===== config.mk =====
export PLATFORM = sky130hd
export DESIGN_NAME = uart_rx_ovs
export DESIGN_NICKNAME = d
export VERILOG_FILES = /design/src/rtl/uart_rx_pkg.sv /design/src/rtl/uart_rx_fifo.sv /design/src/rtl/uart_rx_ovs.sv
export SDC_FILE = /design/constraint.sdc
export NUM_CORES = 1
export LEC_CHECK = 0
export BUFFER_PORTS_ARGS = -buffer_cell sky130_fd_sc_hd__buf_2
export CAP_MARGIN = 5
export CORE_UTILIZATION = 45
export DETAILED_ROUTE_END_ITERATION = 12
export SLEW_MARGIN = 10
export SYNTH_ARGS = -nofsm -noshare
export SYNTH_HDL_FRONTEND = slang
export SYNTH_HIERARCHICAL = 1
export SYNTH_SLANG_ARGS = --single-unit

===== constraint.sdc =====
create_clock -name r_clk -period 2.74 [get_ports r_clk]
set_input_delay 0.137 -clock r_clk [delete_from_list [all_inputs] [get_ports r_clk]]
set_output_delay 0.137 -clock r_clk [all_outputs]
set_load 0.01 [all_outputs]

===== src/rtl/uart_rx_pkg.sv =====
// uart_rx_pkg: shared FSM states, FIFO entry width and legal parameter limits for uart_rx_ovs.
// UART_RX_PARITY_EN adds the PARITY state and a parity-error bit to each FIFO entry.
package uart_rx_pkg;
    localparam int DATA_BITS_MIN = 5;
    localparam int DATA_BITS_MAX = 8;
    localparam int OVERSAMPLE_LO = 8;
    localparam int OVERSAMPLE_HI = 16;
    localparam int STOP_BITS_MAX = 2;
    localparam int FIFO_DEPTH_MIN = 2;

    typedef enum logic [2:0] {
        IDLE,
        START,
        DATA,
`ifdef UART_RX_PARITY_EN
        PARITY,
`endif
        STOP,
        PUSH
    } rx_state_t;

    // Entry layout is {data, frame_err[, parity_err]}.
    function automatic int entry_width(input int data_bits);
`ifdef UART_RX_PARITY_EN
        return data_bits + 2;
`else
        return data_bits + 1;
`endif
    endfunction
endpackage


===== src/rtl/uart_rx_fifo.sv =====
// uart_rx_fifo: frame FIFO with registered head/valid, drop-on-full and a one-cycle overrun pulse.
module uart_rx_fifo #(
    parameter int WIDTH = 9,
    parameter int DEPTH = 4
) (
    input  logic             r_clk,
    input  logic             reset,
    input  logic             push,
    input  logic [WIDTH-1:0] din,
    input  logic             pop,
    output logic [WIDTH-1:0] dout,
    output logic             valid,
    output logic             overrun
);
    localparam int AW = $clog2(DEPTH);
    logic [WIDTH-1:0] mem [DEPTH];
    logic [AW:0] wp, rp, wp_n, rp_n;
    logic full, wr, rd;
    assign full = wp == {~rp[AW], rp[AW-1:0]};
    assign rd = pop & valid;
    assign wr = push & (~full | rd);
    assign wp_n = wp + (AW+1)'(wr);
    assign rp_n = rp + (AW+1)'(rd);
    always_ff @(posedge r_clk) begin
        if (!reset) begin
            wp <= '0;
            rp <= '0;
            dout <= '0;
            valid <= 1'b0;
            overrun <= 1'b0;
        end else begin
            wp <= wp_n;
            rp <= rp_n;
            valid <= wp_n != rp_n;
            // Bypass lets a push into an empty FIFO appear at the head one cycle later.
            dout <= (wr && wp[AW-1:0] == rp_n[AW-1:0]) ? din : mem[rp_n[AW-1:0]];
            overrun <= push & full & ~rd;
        end
    end
    always_ff @(posedge r_clk) begin
        if (wr) mem[wp[AW-1:0]] <= din;
    end
endmodule


===== src/rtl/uart_rx_ovs.sv =====
// uart_rx_ovs: oversampling UART receiver with 2-flop synchroniser, mid-bit sampling and frame FIFO.
// Define UART_RX_PARITY_EN to enable the parity bit and parameter PARITY_ODD.
module uart_rx_ovs
    import uart_rx_pkg::*;
#(
    parameter int DATA_BITS = 8,
    parameter int OVERSAMPLE = 16,
    parameter int CLKS_PER_TICK = 27,
    parameter int STOP_BITS = 1,
`ifdef UART_RX_PARITY_EN
    parameter int PARITY_ODD = 0,
`endif
    parameter int FIFO_DEPTH = 4
) (
    input  logic                 r_clk,
    input  logic                 reset,
    input  logic                 data_in,
    output logic [DATA_BITS-1:0] data_out,
    output logic                 rx_valid,
    input  logic                 rx_ready,
    output logic                 frame_err,
    output logic                 parity_err,
    output logic                 overrun,
    output logic                 rx_busy
);
    localparam int EW = entry_width(DATA_BITS);
    localparam int DW = $clog2(CLKS_PER_TICK + 1);
    localparam int TW = $clog2(OVERSAMPLE);
    localparam int BW = $clog2(DATA_BITS + 1);
    rx_state_t state;
    logic [1:0] sync;
    logic rx, rx_prev, tick, samp, push, ferr;
    logic [DW-1:0] div;
    logic [TW-1:0] tcnt;
    logic [BW-1:0] bcnt;
    logic [DATA_BITS-1:0] shreg;
    logic [EW-1:0] entry, head;
    assign rx = sync[1];
    assign rx_busy = state != IDLE;
    assign push = state == PUSH;
    assign tick = rx_busy && div == DW'(CLKS_PER_TICK - 1);
    // Start bit is checked at half a bit; every later sample is one full bit on, i.e. mid-bit.
    assign samp = tick && tcnt == TW'(state == START ? OVERSAMPLE / 2 - 1 : OVERSAMPLE - 1);
    always_ff @(posedge r_clk) begin
        if (!reset) begin
            sync <= 2'b11;
            rx_prev <= 1'b1;
            div <= '0;
        end else begin
            sync <= {sync[0], data_in};
            rx_prev <= rx;
            div <= (!rx_busy || div == DW'(CLKS_PER_TICK - 1)) ? '0 : div + 1'b1;
        end
    end
`ifdef UART_RX_PARITY_EN
    logic perr;
    assign entry = {shreg, ferr, perr};
    assign frame_err = rx_valid & head[1];
    assign parity_err = rx_valid & head[0];
`else
    assign entry = {shreg, ferr};
    assign frame_err = rx_valid & head[0];
    assign parity_err = 1'b0;
`endif
    assign data_out = head[EW-1 -: DATA_BITS];
    always_ff @(posedge r_clk) begin
        if (!reset) begin
            state <= IDLE;
            tcnt <= '0;
            bcnt <= '0;
            shreg <= '0;
            ferr <= 1'b0;
`ifdef UART_RX_PARITY_EN
            perr <= 1'b0;
`endif
        end else begin
            tcnt <= (!rx_busy || samp) ? '0 : tick ? tcnt + 1'b1 : tcnt;
            case (state)
                IDLE: begin
                    bcnt <= '0;
                    if (rx_prev && !rx) begin
                        state <= START;
                        ferr <= 1'b0;
`ifdef UART_RX_PARITY_EN
                        perr <= 1'b0;
`endif
                    end
                end
                START: if (samp) state <= rx ? IDLE : DATA;
                DATA: if (samp) begin
                    shreg <= {rx, shreg[DATA_BITS-1:1]};
                    bcnt <= bcnt == BW'(DATA_BITS - 1) ? '0 : bcnt + 1'b1;
`ifdef UART_RX_PARITY_EN
                    if (bcnt == BW'(DATA_BITS - 1)) state <= PARITY;
                end
                PARITY: if (samp) begin
                    perr <= (^shreg ^ rx) != PARITY_ODD[0];
                    state <= STOP;
`else
                    if (bcnt == BW'(DATA_BITS - 1)) state <= STOP;
`endif
                end
                STOP: if (samp) begin
                    ferr <= ferr | ~rx;
                    bcnt <= bcnt + 1'b1;
                    if (bcnt == BW'(STOP_BITS - 1)) state <= PUSH;
                end
                PUSH: state <= IDLE;
                default: state <= IDLE;
            endcase
        end
    end
    uart_rx_fifo #(.WIDTH(EW), .DEPTH(FIFO_DEPTH)) u_fifo (
        .r_clk(r_clk),
        .reset(reset),
        .push(push),
        .din(entry),
        .pop(rx_ready),
        .dout(head),
        .valid(rx_valid),
        .overrun(overrun)
    );
endmodule


==> metrics.md, run 1 <==
| Metric | Value |
|---|---|
| CP max stage cell | o41ai_4 |
| Final Cycle Share | between 80% and 90% |
| Status | complete, no violations |
| HP Class | input pin to register |
| Crit path launch type | register |
| Total gr overflow | 0 |
| Die W | 89.4 um |
| Number of synthesized flops with an enable pin | 36 |
| Crit path setup slack, layout | 0.414 ns |
| First-pass GRT wire length | 9610 um |
| Area share of the largest cell type after synthesis | about a third |
| Cts bufs inserted | 9 |
| Final std cells w/o fill | 410 |
| Vias in the first global route | between 1,500 and 2,000 |
| RSZ-0062 raised after global routing | no |
| Power density over the cells | 591 mW/mm^2 |
| GP Congestion | 0.756 |
| YS warnings | 6 |
| Synth Register Bits | 81 |
| Clock Root Buffer | clkbuf_8 |
| Largest family of logic cells by synthesized area | simple AND/OR/NAND/NOR gates |
| Total core area | 0.00733 mm^2 |
| Post-synthesis sequential area ratio | 57.7% |
| Filler cell count | 638 |
| Max stage delay on crit path | 0.51 ns |
| P_leak | approximately 1.5 nW |
| H-tree levels | 3 |
| Top cells by area, synth | edfxtp_1 (31%), dfxtp_1 (26%), mux4_2 (5.9%), nand2_1 (4.0%), ha_1 (3.3%) |
| DP Worst Slack | 0.449 ns |
| IO buf count | 15 |
| Initial antenna violation count | 0 |
| Worst Setup End Kind | register |
| CP max FO | 7 |
| Die height | 89.4 um |
| Compound-gate portion of the synthesized area | 6.23% |
| Routed WL | 5820 um |
| GRT Total Usage | 16.5% |
| Mux cell area share after synthesis | 8.82% |
| Worst-case reg-to-reg path depth | 8 |
| DPL Wire Length | 3790 um |
| WS Path Type | register to register |
| Clk pin slew, worst setup/hold paths | 0.09 ns |
| Max-cap viol count | 0 |
| Slew margin rel. | between 50% and 60% |
| Cells after synthesis | 287 |
| CP bufs+invs | 1 |
| Worst Hold End | shreg[6] |
| Die area | about 0.008 mm^2 |
| Row cnt | 31 |
| NumNets Final | roughly 320 |
| # placed instances | 393 |
| DR iter-0 viols | 64 |
| Starting density of the core | 46.9% |
| Final setup vio count | 0 |
| Skew-Pair Late Insertion Delay | 0.35 ns |
| Post-route ant nets | 0 |
| XOR/XNOR share of the synthesized area | 4.08% |
| CTS sink cnt | 81 |
| Hold Vio Cnt, Final | 0 |
| Post-synth top area cell | edfxtp_1 |
| Slew Viols, Final | 0 |
| Share of layout cells above drive strength 1 | 17.4% |
| R2r startpoint | u_fifo/wp[1] |
| Worst Tran Pin Value | 0.683 ns |
| Most frequent cells after synthesis | dfxtp_1 (45), nand2_1 (37), edfxtp_1 (36) |
| Area Growth Syn to Fin | 11.7% |
| Mean Syn Cell Area | between 10 and 15 um^2 |
| DR vias/cell | between 5 and 6 |
| Final TNS setup | 0 ns |
| Synth Area in Simple Gates | 16.5% |
| Max Buffers Root-to-Sink | 2 |
| Arrival time at the worst endpoint | 2.58 ns |
| Syn_nets | 300 |
| Worst VDD drop | 0.276 mV |
| Hold Crit Start | reset |
| Minimum clock period | approximately 2.3 ns |
| Diode count | 0 |
| Reg2reg end | u_fifo/valid |
| I/O Pins | 17 |
| Largest net degree at the start of global routing | 30 |
| Finished Core Util | a little over half |
| Library cells used by synthesis | 47 |
| Router iterations before antenna repair | 4 |
| Post-Route Skew | 0.0122 ns |
| Fmax | between 400 and 500 MHz |
| Post-route DRC | 0 |
| WL/cell | 14.2 um |
| Mapped Area | 0.00343 mm^2 |
| Via Count | 2,089 |
| Cell family contributing the most delay on the critical path | compound AO/OA/AOI/OAI gates |
| Flop2flop setup slack | 0.41 ns |
| Required @ worst endpoint | 2.99 ns |
| Hold depth | 3 |
| Critical-path cell list | xor2_1 > o41ai_4 > inv_1 > ha_1 > ha_1 > xnor2_1 > xnor2_1 > o31a_1 |
| Most used DFF post-synth | dfxtp_1 |
| Post-synthesis adder-cell area fraction | 3.28% |
| Top-count cell post-synth | dfxtp_1 |
| Async set-reset flop share out of synthesis | 0% |
| CTS tree | built |
flip-flops by register name, indices dropped and copies added, names as in the netlist:
signal          cells
u_fifo/overrun      1
sync                2
u_fifo/dout         9
ferr                1
u_fifo/wp           3
bcnt                4
tcnt                4
u_fifo/rp           3
state               3
div                 5
rx_prev             1
u_fifo/valid        1
u_fifo/mem         36
shreg               8
stage by stage:
stage / hold WS, ns / power (W) / area, um^2
floorplan: 0.238 / 0.00130 / 3430
global placement: 0.317 / 0.00131 / 3600
detailed placement: 0.324 / 0.00131 / 3600
CTS: 0.246 / 0.00229 / 3840
global route: 0.261 / 0.00235 / 3840
finish: 0.264 / 0.00227 / 3840
cell usage in the layout (no fill, tap or decap), types with 2 or more instances in the layout:
cell and count:
a21o_1 2, a21oi_1 3, a31oi_1 2, and2_1 8, and3_1 2, buf_2 15
buf_4 7, bufinv_16 2, clkbuf_8 9, clkinvlp_4 2, dfxtp_1 45, edfxtp_1 36
ha_1 9, inv_1 7, inv_6 2, mux2i_1 10, mux4_2 9, nand2_1 37
nand2b_1 7, nand3_1 14, nand3b_1 3, nor2_1 15, nor2b_1 2, nor3_1 7
nor3b_1 3, o21ai_0 14, o21ai_1 2, xnor2_1 7, xor2_1 9
power breakdown:
part	switching (W)	internal (W)	leakage (nW)	total, W
sequential	0.00000401	0.00125	0.782	0.00126
clock	0.000460	0.000521	0.106	0.000981
combinational	0.0000201	0.00000945	0.610	0.0000295
total	0.000485	0.00178	1.50	0.00227
area by class of cell:
| cell class | instances | area [um^2] | share of cell area (%) |
|---|---|---|---|
| Sequential cell | 81 | 1980 | 51.7 |
| Clock inverter | 7 | 101 | 2.64 |
| Clock buffer | 9 | 124 | 3.23 |
| Inverter | 7 | 26.3 | 0.685 |
| Multi-Input combinational cell | 184 | 1340 | 35.0 |
| Tap cell | 99 | 124 | 3.23 |
| Timing Repair Buffer | 23 | 138 | 3.59 |
worst reg2reg max path: cells and delay by family, from the launching register on:
family / cells / cell delay (ns)
DFF: 1 / 0.47
xor gates and xnor gates: 3 / 0.46
adders and majority gates: 2 / 0.39
buffers and inverters: 1 / 0.11
AOI/OAI and AO/OA: 2 / 0.80
logic make-up after synthesis:
group           after synthesis
compound gates               32
xor+xnor                     16
fa+ha+maj                     9
buf+inv                      22
flops                        81
mux                          19
other cells                   1
simple gates                107
worst max path at each step:
stage | start | endpoint | slack [ns] | cells past startpoint
finish | u_fifo/wp[1] | u_fifo/valid | 0.41 | 8
global route | state[2] | u_fifo/valid | 0.21 | 9
CTS | u_fifo/wp[1] | u_fifo/valid | 0.43 | 8
detailed placement | u_fifo/wp[1] | u_fifo/valid | 0.45 | 8
global placement | u_fifo/wp[1] | u_fifo/valid | 0.50 | 8
floorplan | state[2] | u_fifo/mem[2][0] | 0.50 | 4
metal layers:
metal / vias up / GRT usage, % / routed length, um
met5: - / 0 / 0
met4: 0 / 7.79 / 110
met3: 11 / 3.60 / 155
met2: 31 / 25.4 / 2660
met1: 991 / 22.3 / 2890
li1: 1056 / - / -
repair_timing:
item | 4_1_cts | 5_1_grt
gates resized for setup | 0 | 0
hold endpoints to repair | 1 | 0
setup buffers | 0 | 0
hold buffers | 1 | 0
Note: power is estimated with default switching activity, not from simulation.
==> run 2, diff against run 1 <==
Clock period 2.74 ns to 1.97 ns, I/O delays scaled along.
==> run 2 against run 1 <==
  * The run now ends with negative setup slack left
  * Critical path depth stayed put
  * Register-to-register slack lost 0.43 ns
  * Setup slack got worse by 0.43 ns
  * Critical endpoint unchanged
  * Largest cell class unchanged
==> metrics.md, run 2 (same netlist as run 1, synthesis figures left out) <==
| Metric | Value |
|---|---|
| Crit path setup slack, layout | -0.0139 ns |
| Max Buffers Root-to-Sink | 2 |
| Area Growth Syn to Fin | 15.2% |
| DR iter-0 viols | 49 |
| Placed Area | 0.00375 mm^2 |
| I/O Pins | 17 |
| Arrival time at the worst endpoint | 2.23 ns |
| DPL Wire Length | around 4000 um |
| R2r startpoint | u_fifo/wp[0] |
| Router iterations before antenna repair | 5 |
| CTS sink cnt | 81 |
| CTS tree | built |
| Die W | just under 90 um |
| Switching pwr | 0.000656 W |
| HP Class | input pin to register |
| Skew-Pair Late Insertion Delay | 0.35 ns |
| P_leak | 1.55 nW |
| Leading cell type in the layout, fill and taps excluded | dfxtp_1 |
| Die area | 0.00799 mm^2 |
| Row cnt | 31 |
| Post-Route Skew | around 0.010 ns |
| Minimum clock period | 1.98 ns |
| Via Count | around 2,100 |
| Number of flip-flops in the largest register | 36 |
| Fin area | between 0.003 and 0.004 mm^2 |
| DP Worst Slack | -0.0382 ns |
| Final Cycle Share | 101% |
| Clock Root Buffer | clkbuf_8 |
| Crit path from | u_fifo/wp[0] |
| NumNets Final | approximately 330 |
| Clk pin slew, worst setup/hold paths | around 0.08 ns |
| Diode count | 0 |
| First-pass GRT wire length | 9660 um |
| Hold Vio Cnt, Final | 0 |
| Total gr overflow | 0 |
| GP Congestion | approximately 0.75 |
| Max-cap viol count | 0 |
| Sw Share | 22.8% |
| Required @ worst endpoint | 2.21 ns |
| H-tree levels | 3 |
| Post-route ant nets | 0 |
| Final setup vio count | 1 |
| WS Path Type | register to register |
| Routed WL | 5870 um |
| Most frequent cells in the layout | dfxtp_1 (43), nand2_1 (37), edfxtp_1 (36) |
| Comb power frac | 1.6% |
| Hold WS | between 0.2 and 0.25 ns |
| Starting density of the core | a little under half |
| Slew Viols, Final | 0 |
| P_int | 0.00222 W |
| DR vias/cell | 5.03 |
| Flop pwr share | roughly three fifths |
| Crit path launch type | register |
| Total core area | roughly 0.0073 mm^2 |
| Final TNS setup | -0.0139 ns |
| WL/cell | 13.9 um |
| CP max FO | 2 |
| Failing checks | negative setup slack |
| Vias in the first global route | approximately 2,000 |
| Clock network power share | roughly 38% |
| Post-route DRC | 0 |
| Initial antenna violation count | 0 |
| Cts bufs inserted | 9 |
| Filler cell count | 627 |
| Power Total | around 0.0029 W |
| Hold Crit Start | reset |
| RSZ-0062 raised after global routing | yes |
| Fmax | 504 MHz |
| Power density over the cells | 728 mW/mm^2 |
| Largest net degree at the start of global routing | 30 |
| IO buf count | 15 |
| GRT Total Usage | between 15 and 20% |
| Worst Setup End Kind | register |
| Share of layout cells above drive strength 1 | 23.5% |
| Worst VDD drop | ~0.32 mV |
| Die height | 89.4 um |
| Status | finished, violations left |
run 2: metal layers:
metal / track usage [%] / wire length, um / vias up
li1: - / - / 1084
met1: 21.4 / 2810 / 1003
met2: 26.6 / 2820 / 32
met3: 3.60 / 142 / 8
met4: 8.23 / 95 / 0
met5: 0 / 0 / -
run 2: stage by stage:
| stage | utilization (%) | instances |
|---|---|---|
| 4_1_cts | 53.9 | 423 |
| 2_1_floorplan | - | 287 |
| 3_3_place_gp | 51.2 | 405 |
| 3_5_place_dp | 51.2 | 405 |
| 6_report | 54.0 | 423 |
| 5_1_grt | 54.0 | 423 |
run 2: layout make-up:
class | instances | area [um^2] | area share, %
Sequential cell | 81 | 1990 | 50.2
Clock inverter | 7 | 53.8 | 1.36
Clock buffer | 9 | 124 | 3.13
Inverter | 7 | 26.3 | 0.664
Tap cell | 99 | 124 | 3.13
Timing Repair Buffer | 36 | 248 | 6.26
Multi-Input combinational cell | 184 | 1390 | 35.2
run 2: timing repair:
item,CTS,global route
buffers inserted,1,0
resized for setup,0,1
endpoints found under the setup margin,1,2
hold buffers,1,0
hold endpoints to repair,1,0
pin swaps,3,1
run 2: path summary, 6_finish.rpt:
kind | slack [ns] | end | cells past startpoint
setup / recovery | -0.01 | u_fifo/valid | 8
hold / removal | 0.21 | bcnt[1] | 3
setup reg to reg | -0.01 | u_fifo/valid | 8
hold reg to reg | 0.41 | sync[1] | 1
run 2: power groups by stage:
stage               logic (W)  registers, W  clock network (W)
floorplan           0.0000326       0.00178                  0
global placement    0.0000455       0.00178                  0
detailed placement  0.0000456       0.00178                  0
CTS                 0.0000474       0.00174            0.00113
global route        0.0000529       0.00174            0.00121
finish              0.0000468       0.00174            0.00109
run 2: critical path, cell delays in order (launching register included):
cell	delay [ns]
dfxtp_4	0.36
xor2_2	0.19
o41ai_4	0.35
inv_1	0.10
ha_2	0.20
ha_4	0.16
xnor2_2	0.13
xnor2_1	0.14
o31a_1	0.24
